==> src/rtl/fazyrv_alu_pkg.sv <==
// Shared types for the chunk-serial ALU: opcode and sequencer state encodings,
// plus the opcode decode helpers used by both the datapath and the sequencer.
package fazyrv_alu_pkg;

    typedef enum logic [2:0] {
        ALU_ADD = 3'd0,
        ALU_SUB = 3'd1,
        ALU_AND = 3'd2,
        ALU_OR  = 3'd3,
        ALU_XOR = 3'd4,
        ALU_EQ  = 3'd5,
        ALU_LT  = 3'd6,
        ALU_LTU = 3'd7
    } alu_op_t;

    typedef enum logic [1:0] {
        IDLE = 2'd0,
        RUN  = 2'd1,
        DONE = 2'd2
    } state_t;

    // Compares run through the adder as a subtraction, so they invert b too.
    function automatic logic op_is_sub(alu_op_t op);
        return op inside {ALU_SUB, ALU_EQ, ALU_LT, ALU_LTU};
    endfunction

    function automatic logic op_is_cmp(alu_op_t op);
        return op inside {ALU_EQ, ALU_LT, ALU_LTU};
    endfunction

endpackage

==> src/rtl/fazyrv_alu_seq_if.sv <==
// Operand/result stream interface of the chunk-serial ALU. The ovf_o signal
// exists only when FAZYRV_ALU_OVF_EN is defined.
interface fazyrv_alu_seq_if
    import fazyrv_alu_pkg::*;
#(
    parameter int BWIDTH = 4
);
    logic              start_i;
    alu_op_t           op_i;
    logic              stall_i;
    logic              flush_i;
    logic [BWIDTH-1:0] a_i;
    logic [BWIDTH-1:0] b_i;
    logic [BWIDTH-1:0] res_o;
    logic              res_vld_o;
    logic              lsb_o;
    logic              msb_o;
    logic              busy_o;
    logic              done_o;
    logic              cmp_o;
`ifdef FAZYRV_ALU_OVF_EN
    logic              ovf_o;
`endif

    modport master (
`ifdef FAZYRV_ALU_OVF_EN
        input  ovf_o,
`endif
        output start_i, op_i, stall_i, flush_i, a_i, b_i,
        input  res_o, res_vld_o, lsb_o, msb_o, busy_o, done_o, cmp_o
    );

    modport slave (
`ifdef FAZYRV_ALU_OVF_EN
        output ovf_o,
`endif
        input  start_i, op_i, stall_i, flush_i, a_i, b_i,
        output res_o, res_vld_o, lsb_o, msb_o, busy_o, done_o, cmp_o
    );

endinterface

==> src/rtl/fazyrv_alu_chunk.sv <==
// Combinational BWIDTH-bit slice of the serial ALU: adder, bitwise logic and
// chunk magnitude compare. Carry into the MSB is exported under FAZYRV_ALU_OVF_EN.
module fazyrv_alu_chunk
    import fazyrv_alu_pkg::*;
#(
    parameter int BWIDTH = 4
) (
    input  alu_op_t           op_i,
    input  logic [BWIDTH-1:0] a_i,
    input  logic [BWIDTH-1:0] b_i,
    input  logic              cin_i,
    input  logic              msb_i,
    output logic [BWIDTH-1:0] res_o,
    output logic              cout_o,
`ifdef FAZYRV_ALU_OVF_EN
    output logic              msb_cin_o,
`endif
    output logic              lo_o,
    output logic              gr_o
);

    logic              sub;
    logic [BWIDTH-1:0] b_eff;
    logic [BWIDTH-1:0] sum;
    logic [BWIDTH-1:0] sgn;
    logic [BWIDTH-1:0] a_cmp;
    logic [BWIDTH-1:0] b_cmp;

    always_comb begin
        sub           = op_is_sub(op_i);
        b_eff         = b_i ^ {BWIDTH{sub}};
        {cout_o, sum} = {1'b0, a_i} + {1'b0, b_eff} + {{BWIDTH{1'b0}}, cin_i};

        // Signed compare only differs from unsigned in the top chunk's sign bits.
        sgn             = '0;
        sgn[BWIDTH-1]   = msb_i && (op_i == ALU_LT);
        a_cmp           = a_i ^ sgn;
        b_cmp           = b_i ^ sgn;
        lo_o            = a_cmp < b_cmp;
        gr_o            = a_cmp > b_cmp;

        unique case (op_i)
            ALU_AND: res_o = a_i & b_i;
            ALU_XOR: res_o = a_i ^ b_i;
            ALU_OR:  res_o = a_i | b_i;
            default: res_o = sum;
        endcase
    end

`ifdef FAZYRV_ALU_OVF_EN
    assign msb_cin_o = sum[BWIDTH-1] ^ a_i[BWIDTH-1] ^ b_eff[BWIDTH-1];
`endif

endmodule

==> src/rtl/fazyrv_alu_seq.sv <==
// Self-sequenced chunk-serial ALU: consumes XLEN-bit operands BWIDTH bits per
// cycle, LSB chunk first. Define FAZYRV_ALU_OVF_EN to add the ovf_o flag.
module fazyrv_alu_seq
    import fazyrv_alu_pkg::*;
#(
    parameter int XLEN   = 32,
    parameter int BWIDTH = 4
) (
    input  logic             clk_i,
    input  logic             rst_in,
    fazyrv_alu_seq_if.slave  bus
);

    localparam int CHUNKS = XLEN / BWIDTH;
    localparam int CNT_W  = (CHUNKS > 1) ? $clog2(CHUNKS) : 1;
    localparam logic [CNT_W-1:0] LAST = CNT_W'(CHUNKS - 1);

    if (XLEN % BWIDTH != 0) begin : g_bad_cfg
        $error("fazyrv_alu_seq: XLEN must be a multiple of BWIDTH");
    end

    state_t            state_q, state_d;
    logic [CNT_W-1:0]  cnt_q, cnt_d;
    logic              carry_q, carry_d;
    logic              cmp_q, cmp_d;
    alu_op_t           op_q, op_d;
`ifdef FAZYRV_ALU_OVF_EN
    logic              ovf_q, ovf_d;
    logic              msb_cin;
`endif

    logic              run, lsb, msb, take;
    logic [BWIDTH-1:0] res_c;
    logic              cout, lo, gr;

    assign run  = (state_q == RUN);
    assign lsb  = run && (cnt_q == '0);
    assign msb  = run && (cnt_q == LAST);
    assign take = run && !bus.stall_i && !bus.flush_i;

    fazyrv_alu_chunk #(.BWIDTH(BWIDTH)) u_chunk (
        .op_i      (op_q),
        .a_i       (bus.a_i),
        .b_i       (bus.b_i),
        .cin_i     (lsb ? op_is_sub(op_q) : carry_q),
        .msb_i     (msb),
        .res_o     (res_c),
        .cout_o    (cout),
`ifdef FAZYRV_ALU_OVF_EN
        .msb_cin_o (msb_cin),
`endif
        .lo_o      (lo),
        .gr_o      (gr)
    );

    always_comb begin
        state_d = state_q;
        cnt_d   = cnt_q;
        carry_d = carry_q;
        cmp_d   = cmp_q;
        op_d    = op_q;
`ifdef FAZYRV_ALU_OVF_EN
        ovf_d   = ovf_q;
`endif
        if (bus.flush_i) begin
            state_d = IDLE;
            cnt_d   = '0;
        end else begin
            unique case (state_q)
                IDLE: if (bus.start_i) begin
                    state_d = RUN;
                    op_d    = bus.op_i;
                    cnt_d   = '0;
`ifdef FAZYRV_ALU_OVF_EN
                    ovf_d   = 1'b0;
`endif
                end
                RUN: if (!bus.stall_i) begin
                    cnt_d   = cnt_q + CNT_W'(1);
                    carry_d = cout;
                    // Chunks arrive LSB first, so a decisive higher chunk overrides.
                    if (op_q == ALU_EQ) begin
                        cmp_d = (lsb | cmp_q) & (bus.a_i == bus.b_i);
                    end else if (op_q inside {ALU_LT, ALU_LTU}) begin
                        if (lo)       cmp_d = 1'b1;
                        else if (gr)  cmp_d = 1'b0;
                        else if (lsb) cmp_d = 1'b0;
                    end
`ifdef FAZYRV_ALU_OVF_EN
                    if (msb && (op_q inside {ALU_ADD, ALU_SUB})) ovf_d = msb_cin ^ cout;
`endif
                    if (msb) begin
                        state_d = DONE;
                        cnt_d   = '0;
                    end
                end
                DONE:    state_d = IDLE;
                default: state_d = IDLE;
            endcase
        end
    end

    always_ff @(posedge clk_i or negedge rst_in) begin
        if (!rst_in) begin
            state_q <= IDLE;
            cnt_q   <= '0;
            carry_q <= 1'b0;
            cmp_q   <= 1'b0;
            op_q    <= ALU_ADD;
`ifdef FAZYRV_ALU_OVF_EN
            ovf_q   <= 1'b0;
`endif
        end else begin
            state_q <= state_d;
            cnt_q   <= cnt_d;
            carry_q <= carry_d;
            cmp_q   <= cmp_d;
            op_q    <= op_d;
`ifdef FAZYRV_ALU_OVF_EN
            ovf_q   <= ovf_d;
`endif
        end
    end

    assign bus.res_o     = run ? res_c : '0;
    assign bus.res_vld_o = take;
    assign bus.lsb_o     = lsb;
    assign bus.msb_o     = msb;
    assign bus.busy_o    = run;
    assign bus.done_o    = (state_q == DONE);
    assign bus.cmp_o     = cmp_q;
`ifdef FAZYRV_ALU_OVF_EN
    assign bus.ovf_o     = ovf_q;
`endif

endmodule

==> src/flat_wrapper.sv <==
// flat-port wrapper written by rule: the top's interface ports become plain ports
module fazyrv_alu_seq_flat import fazyrv_alu_pkg::*;
#(
    parameter int XLEN   = 32,
    parameter int BWIDTH = 4
)
  (clk_i, rst_in, bus_start_i, bus_op_i, bus_stall_i, bus_flush_i, bus_a_i, bus_b_i, bus_res_o, bus_res_vld_o, bus_lsb_o, bus_msb_o, bus_busy_o, bus_done_o, bus_cmp_o);
  fazyrv_alu_seq_if #(.BWIDTH(BWIDTH)) bus_i ();
  input  logic clk_i;
  input  logic rst_in;
  input wire logic [$bits(bus_i.start_i)-1:0] bus_start_i;
  input wire logic [$bits(bus_i.op_i)-1:0] bus_op_i;
  input wire logic [$bits(bus_i.stall_i)-1:0] bus_stall_i;
  input wire logic [$bits(bus_i.flush_i)-1:0] bus_flush_i;
  input wire logic [$bits(bus_i.a_i)-1:0] bus_a_i;
  input wire logic [$bits(bus_i.b_i)-1:0] bus_b_i;
  output wire logic [$bits(bus_i.res_o)-1:0] bus_res_o;
  output wire logic [$bits(bus_i.res_vld_o)-1:0] bus_res_vld_o;
  output wire logic [$bits(bus_i.lsb_o)-1:0] bus_lsb_o;
  output wire logic [$bits(bus_i.msb_o)-1:0] bus_msb_o;
  output wire logic [$bits(bus_i.busy_o)-1:0] bus_busy_o;
  output wire logic [$bits(bus_i.done_o)-1:0] bus_done_o;
  output wire logic [$bits(bus_i.cmp_o)-1:0] bus_cmp_o;
  assign bus_i.start_i = bus_start_i;
  assign bus_i.op_i = bus_op_i;
  assign bus_i.stall_i = bus_stall_i;
  assign bus_i.flush_i = bus_flush_i;
  assign bus_i.a_i = bus_a_i;
  assign bus_i.b_i = bus_b_i;
  assign bus_res_o = bus_i.res_o;
  assign bus_res_vld_o = bus_i.res_vld_o;
  assign bus_lsb_o = bus_i.lsb_o;
  assign bus_msb_o = bus_i.msb_o;
  assign bus_busy_o = bus_i.busy_o;
  assign bus_done_o = bus_i.done_o;
  assign bus_cmp_o = bus_i.cmp_o;
  fazyrv_alu_seq #(.XLEN(XLEN), .BWIDTH(BWIDTH)) u_core (.clk_i(clk_i), .rst_in(rst_in), .bus(bus_i));
endmodule
==> config.mk <==
export PLATFORM = sky130hd
export DESIGN_NAME = fazyrv_alu_seq_flat
export DESIGN_NICKNAME = d
export VERILOG_FILES = /design/src/rtl/fazyrv_alu_pkg.sv /design/src/rtl/fazyrv_alu_seq_if.sv /design/src/rtl/fazyrv_alu_chunk.sv /design/src/rtl/fazyrv_alu_seq.sv /design/src/flat_wrapper.sv
export SDC_FILE = /design/constraint.sdc
export NUM_CORES = 1
export LEC_CHECK = 0
export ABC_AREA = 1
export BUFFER_PORTS_ARGS = -buffer_cell sky130_fd_sc_hd__buf_2
export CAP_MARGIN = 20
export CELL_PAD_IN_SITES_DETAIL_PLACEMENT = 1
export CELL_PAD_IN_SITES_GLOBAL_PLACEMENT = 1
export CORE_MARGIN = 3
export CORE_UTILIZATION = 35
export CTS_BUF_LIST = sky130_fd_sc_hd__clkbuf_4 sky130_fd_sc_hd__clkbuf_8 sky130_fd_sc_hd__clkbuf_16
export CTS_CLUSTER_DIAMETER = 40
export DETAILED_ROUTE_END_ITERATION = 7
export GPL_TIMING_DRIVEN = 0
export PLACE_DENSITY = 0.86
export SKIP_LAST_GASP = 1
export SLEW_MARGIN = 15
export SYNTH_ARGS = -nofsm -noshare
export SYNTH_HDL_FRONTEND = slang
export SYNTH_HIERARCHICAL = 1
export SYNTH_SLANG_ARGS = --single-unit
==> constraint.sdc <==
create_clock -name clk_i -period 2.04 [get_ports clk_i]
set_clock_uncertainty 0.05 [all_clocks]
set_input_delay 0.102 -clock clk_i [delete_from_list [all_inputs] [get_ports clk_i]]
set_output_delay 0.102 -clock clk_i [all_outputs]
set_load 0.01 [all_outputs]
==> flow_metrics.py, run 1 <==
metrics = {
    "floorplanning": {
        "io_pins": 26,
        "dieArea_mm2": 0.00464,
        "rows": 21,
        "die_h_um": 68.1,
        "fp.dieW_um": 68.1,
        "start_util": 0.384,
        "design.core.area_mm2": 0.00352,
    },
    "drt": {
        "viasPerCell": 4.91,
        "drt_iter0_markers": 68,
        "drc": 0,
        "routedWlPerCell_um": 15.9,
        "via_count": 1457,
        "dr.pass1.iters": 4,
        "routed_wl_um": 4720,
        "drtAntennaViolNets": 0,
    },
    "cts": {
        "cts-root-buf": "clkbuf_8",
        "cts_sinks": 10,
        "h-tree-depth": 1,
        "insertion_delay_ns": 0.23,
        "cts_tree": "yes",
        "clk_pin_slew_ns": 0.05,
        "clock_path_buffers": 2,
        "numCtsBuffers": 3,
    },
    "synthesis": {
        "synthCells": 208,
        "synth_commonest_cells": "58 x nand2_1, 42 x inv_1, 18 x nor2_1",
        "synth_edf_count": 0,
        "yosysMostFrequentCell": "nand2_1",
        "synth_fp_nets": 243,
        "ys_warn_count": 6,
        "ys_seq_area_frac": 0.185,
        "yosys_register_bits": 10,
        "synthArstFlopShare": 1.00,
        "post_synth_num_cell_types": 28,
        "synth_area_leaders": "dfrtp_1 19%, nand2_1 16%, ha_1 16%",
        "synth_ff_type": "dfrtp_1",
        "synth_top_area_frac": 0.185,
        "avgSynthCellArea_um2": 6.50,
        "synth_largest_area_cell": "dfrtp_1",
        "syn_area_mm2": 0.00135,
    },
    "pwr": {
        "power_density_mw_per_mm2": 880,
        "power.switching_mw": 0.768,
        "pwr-share-clk": 0.124,
        "intPower_mw": 0.826,
        "irDropWorstVdd_mv": 0.487,
        "power_switching_share": 0.482,
        "leakage_nw": 1.05,
        "sequentialPowerShare": 0.191,
        "combPwrFrac": 0.685,
    },
    "place": {
        "portBuffers": 25,
        "dp.cells": 279,
        "gp_congestion": 0.784,
        "dp_hpwl_um": 3020,
        "place_worst_setup_slack_ns": -0.574,
    },
    "timing": {
        "clock.fmax_mhz": 363,
        "slew_violations": 0,
        "setup_viol": 6,
        "post-route-period-util": 1.35,
        "worst_pin_slew_ns": 0.493,
        "tns_ns": -3.45,
        "final_critical_path_setup_slack_ns": -0.717,
        "hold_viol_final": 0,
        "whs_ns": 0.0531,
        "slew_headroom": 0.668,
        "rsz0062_at_grt": "true",
        "timing.final.crit_period_ns": 2.76,
    },
    "status": {
        "violations": "negative setup slack",
        "status": "complete, but fails checks",
    },
    "finish": {
        "final_util": 0.515,
        "n_antenna_cell": 0,
        "syn_to_final_growth_pct": 34.2,
        "finalNonFillerCells": 297,
        "fin_nets": 288,
        "fillers": 479,
        "drive_above_1_share": 0.363,
    },
    "critical_path": {
        "cp_top_family": "adder cells",
        "cp_cell_sequence": "inv_2, ha_4, inv_4, nor2_4, nand2_4, clkinv_4, nor2_4, a31oi_4, inv_2, fa_2, inv_2, fa_2, nand2_1, nand4_1, inv_1, nor2_1, buf_2",
        "cp-start-kind": "register",
        "cp_num_buf_inv": 7,
        "max_stage_delay_ns": 0.41,
        "crit_top_cell": "inv_2",
        "slowest_stage": "fa_2",
        "worstPathArrival_ns": 2.60,
        "path_max_fanout": 3,
        "cp-end-kind": "output pin",
        "crit_required_ns": 1.89,
        "path_class": "reg -> out",
    },
    "hold_path": {
        "hold_path.class": "in -> reg",
    },
    "grt": {
        "grt_pass1_vias": 1534,
        "grt_pass1_wl_um": 7210,
        "grt_max_degree": 11,
        "globalRouteOverflowTotal": 0,
        "antenna_found_initial": 0,
        "grtUsageTotal": 0.209,
    },
    "job": {
        "drv_cap": 0,
    },
}
timing repair:
action / 4_1_cts / 5_1_grt
buffers inserted: 10 / 6
pin swaps: 11 / 10
setup endpoints to repair: 6 / 6
hold buffers: 1 / 0
gates resized for setup: 16 / 16
hold endpoints to repair: 10 / 0
placed cells by master (no fill, tap or decap), types with 2 or more instances in the layout:
master and count:
nand2_1 56, inv_1 36, buf_2 25, ha_1 16
nor2_1 14, nand3_1 12, buf_4 11, inv_2 10
nand2_2 7, dfrtp_1 7, nor2_4 5, nor2_2 4
o21ai_1 4, a21oi_2 4, clkbuf_8 3, dfrtp_2 3
xor2_1 3, buf_6 3, inv_4 2, nand2_4 2
a21oi_1 2, xor2_2 2, or2_0 2, nand4_1 2
o21bai_1 2, fa_2 2
power groups by stage:
stage / clock network [mW] / logic, mW / registers, mW
after floorplan: 0 / 0.560 / 0.288
final: 0.197 / 1.09 / 0.305
after global routing: 0.217 / 1.21 / 0.311
after global placement: 0 / 0.726 / 0.291
after detailed placement: 0 / 0.766 / 0.300
after CTS: 0.208 / 0.920 / 0.295
flip-flops by register name, summed over array words and instances, names as in the netlist:
name / flops
u_core/op_q: 3
u_core/cnt_q: 3
u_core/state_q: 2
u_core/bus.cmp_o: 1
u_core/carry_q: 1
area by class of cell:
class                   instances  area [um^2]  area share
clock buffers                   3         41.3      0.0228
inverters                      49          194       0.107
multi-input cells             149         1010       0.560
flip-flops and latches         10          254       0.140
well taps                      46         57.6      0.0317
repair buffers                 40          251       0.139
logic make-up after synthesis:
logic type | count (synthesis) | share of synthesized area
adders and majority gates | 19 | 0.187
xor gates and xnor gates | 5 | 0.0324
AOI/OAI and AO/OA | 17 | 0.0935
DFF | 10 | 0.185
buffers and inverters | 49 | 0.136
and+or+nand+nor | 108 | 0.366
through the flow:
step | area, um^2 | power, mW
6_report | 1810 | 1.59
5_1_grt | 1810 | 1.74
4_1_cts | 1720 | 1.42
3_5_place_dp | 1550 | 1.07
3_3_place_gp | 1550 | 1.02
2_1_floorplan | 1360 | 0.847
final timing paths:
| path | startpoint | endpoint | slack, ns | depth (start not counted) |
|---|---|---|---|---|
| max | u_core/cnt_q[0] | bus_res_o[1] | -0.72 | 17 |
| min | bus_op_i[0] | u_core/op_q[0] | 0.05 | 3 |
| max reg2reg | u_core/cnt_q[0] | u_core/carry_q | -0.66 | 20 |
| min reg2reg | u_core/bus.cmp_o | u_core/bus.cmp_o | 0.52 | 2 |
| max in group asynchronous | rst_in | u_core/op_q[1] | 1.49 | 2 |
| min in group asynchronous | rst_in | u_core/bus.cmp_o | 0.23 | 2 |
per-layer routing:
layer	vias up	track usage	share of wire
li1	712	-	-
met1	701	0.237	0.41
met2	32	0.381	0.52
met3	12	0.0296	0.039
met4	0	0.0968	0.028
met5	-	0	0
worst reg2reg max path, delay by kind of cell, from the launching register on:
family | cells | cell delay (ns)
buffers and inverters | 9 | 0.79
AOI/OAI and AO/OA | 3 | 0.26
and+or+nand+nor | 5 | 0.36
DFF | 1 | 0.38
adders and majority gates | 3 | 0.76
No activity file was read; power rests on OpenSTA's default activity.
==> inputs of run 2 (changes only) <==
--- a/config.mk
+++ b/config.mk
@@ -11,12 +11,12 @@
 export CELL_PAD_IN_SITES_DETAIL_PLACEMENT = 1
 export CELL_PAD_IN_SITES_GLOBAL_PLACEMENT = 1
 export CORE_MARGIN = 3
-export CORE_UTILIZATION = 35
-export CTS_BUF_LIST = sky130_fd_sc_hd__clkbuf_4 sky130_fd_sc_hd__clkbuf_8 sky130_fd_sc_hd__clkbuf_16
+export CORE_UTILIZATION = 36
+export CTS_BUF_LIST = sky130_fd_sc_hd__clkbuf_8
 export CTS_CLUSTER_DIAMETER = 40
 export DETAILED_ROUTE_END_ITERATION = 7
 export GPL_TIMING_DRIVEN = 0
-export PLACE_DENSITY = 0.86
+export PLACE_DENSITY = 0.88
 export SKIP_LAST_GASP = 1
 export SLEW_MARGIN = 15
 export SYNTH_ARGS = -nofsm -noshare
==> flow_metrics.py, run 2 (same netlist as run 1, synthesis figures left out) <==
metrics = {
    "finish": {
        "multi_input_area_um2": 982,
        "final_cell_mix": "53 x nand2_1, 37 x inv_1, 25 x buf_2, 16 x ha_1, 14 x nor2_1",
        "fin_nets": 290,
        "fillers": 493,
        "finalNonFillerCells": 300,
        "n_antenna_cell": 0,
        "syn_to_final_growth_pct": 33.5,
        "drive_above_1_share": 0.362,
        "finalInstanceArea_mm2": 0.00180,
        "top_regs": "u_core/cnt_q x3, u_core/op_q x3, u_core/state_q x2",
        "final_util": 0.520,
        "area.sequential_um2": 251,
        "layout_commonest_cell": "nand2_1",
    },
    "timing": {
        "worst_pin_slew_ns": 0.441,
        "final_critical_path_setup_slack_ns": -0.732,
        "hold_viol_final": 0,
        "clock.fmax_mhz": 361,
        "timing.final.crit_period_ns": 2.77,
        "whs_ns": 0.0563,
        "slew_violations": 0,
        "slew_headroom": 0.703,
        "rsz0062_at_grt": "true",
        "setup_viol": 6,
        "tns_ns": -3.08,
        "post-route-period-util": 1.36,
    },
    "drt": {
        "drtAntennaViolNets": 0,
        "viasPerCell": 4.87,
        "routedWlPerCell_um": 15.6,
        "drc": 0,
        "via_count": 1461,
        "drt_iter0_markers": 39,
        "routed_wl_um": 4670,
        "dr.pass1.iters": 4,
    },
    "pwr": {
        "power.switching_mw": 0.736,
        "irDropWorstVdd_mv": 0.502,
        "leakage_nw": 1.06,
        "p_total_mw": 1.56,
        "power_density_mw_per_mm2": 862,
        "power_switching_share": 0.473,
        "pwr-share-clk": 0.170,
        "intPower_mw": 0.819,
        "combPwrFrac": 0.636,
        "sequentialPowerShare": 0.194,
    },
    "floorplanning": {
        "start_util": 0.390,
        "die_h_um": 67.3,
        "io_pins": 26,
        "rows": 21,
        "design.core.area_mm2": 0.00347,
        "fp.dieW_um": 67.3,
        "dieArea_mm2": 0.00452,
    },
    "critical_path": {
        "startpoint": "u_core/cnt_q[1]",
        "reg2reg_from": "u_core/op_q[2]",
        "cp-endpoint": "bus_res_o[1]",
        "rr_worst_depth": 11,
        "r2r_setup_slack_ns": -0.51,
        "reg2reg_to": "u_core/carry_q",
        "crit_required_ns": 1.89,
        "cp-end-kind": "output pin",
        "worstPathArrival_ns": 2.62,
        "cp-start-kind": "register",
        "path_class": "reg -> out",
        "path_max_fanout": 3,
    },
    "job": {
        "drv_cap": 0,
    },
    "place": {
        "dp_hpwl_um": 2880,
        "dp.cells": 279,
        "postPlaceCellArea_mm2": 0.00155,
        "portBuffers": 25,
        "gp_congestion": 0.837,
        "place_worst_setup_slack_ns": -0.579,
    },
    "cts": {
        "cts_sinks": 10,
        "insertion_delay_ns": 0.25,
        "cts_tree": "yes",
        "cts-root-buf": "clkbuf_8",
        "h-tree-depth": 1,
        "clock_path_buffers": 2,
        "numCtsBuffers": 3,
        "clk_pin_slew_ns": 0.05,
    },
    "grt": {
        "grt_max_degree": 11,
        "grtUsageTotal": 0.237,
        "antenna_found_initial": 0,
        "grt_pass1_wl_um": 7750,
        "globalRouteOverflowTotal": 0,
        "grt_pass1_vias": 1634,
    },
    "hold_path": {
        "hold_path.class": "in -> reg",
    },
    "status": {
        "status": "complete, but fails checks",
        "violations": "negative setup slack",
    },
}
[run 2: cell count changes in the layout (fill, tap and decap cells not counted), sizes merged]
cell	delta
buf	+2
clkbuf	+1
[run 2: area by class of cell]
class,instances,area share
clock buffers,4,0.0305
inverters,49,0.106
multi-input cells,149,0.544
flip-flops and latches,10,0.139
well taps,46,0.0319
repair buffers,42,0.148
[run 2: worst min path at each step]
stage                  endpoint  cells past startpoint   startpoint  slack (ns)
6_report         u_core/op_q[0]                      3  bus_op_i[0]        0.06
5_1_grt          u_core/op_q[0]                      3  bus_op_i[0]        0.06
4_1_cts          u_core/op_q[0]                      3  bus_op_i[0]        0.05
3_5_place_dp   u_core/bus.cmp_o                      1       rst_in       -0.07
3_3_place_gp   u_core/bus.cmp_o                      1       rst_in       -0.08
2_1_floorplan  u_core/bus.cmp_o                      0       rst_in       -0.24
[run 2: power groups by stage]
stage,Combinational (mW),Clock (mW),Sequential (mW)
finish,0.989,0.264,0.302
global route,1.11,0.282,0.307
CTS,0.892,0.260,0.295
detailed placement,0.766,0,0.294
global placement,0.725,0,0.291
floorplan,0.560,0,0.288
[run 2: worst max-delay path, cell delays in order (launching register included)]
cell and delay (ns):
dfrtp_1 0.41, inv_2 0.09, ha_4 0.14, inv_2 0.05, nor2_4 0.08, nand2_2 0.08, clkinv_4 0.06, nor2_2 0.03
a31oi_1 0.13, inv_1 0.08, fa_2 0.34, inv_2 0.08, fa_2 0.43, nand2_2 0.06, nand4_1 0.08, inv_1 0.06
nor2_1 0.03, buf_2 0.13
[run 2: routing by layer]
metal	wire, um	GRT usage	part of all wire	vias up
met5	0	0	0	-
met4	218	0.165	0.047	0
met3	150	0.0383	0.032	17
met2	2460	0.433	0.53	32
met1	1840	0.245	0.39	690
li1	-	-	-	722
[run 2: timing repair]
action,in CTS,in global routing
cloned,0,0
setup buffers,21,6
endpoints found under the hold margin,10,0
endpoints found under the setup margin,6,7
pin swaps,12,4
resized for setup,14,10
hold buffers,1,0
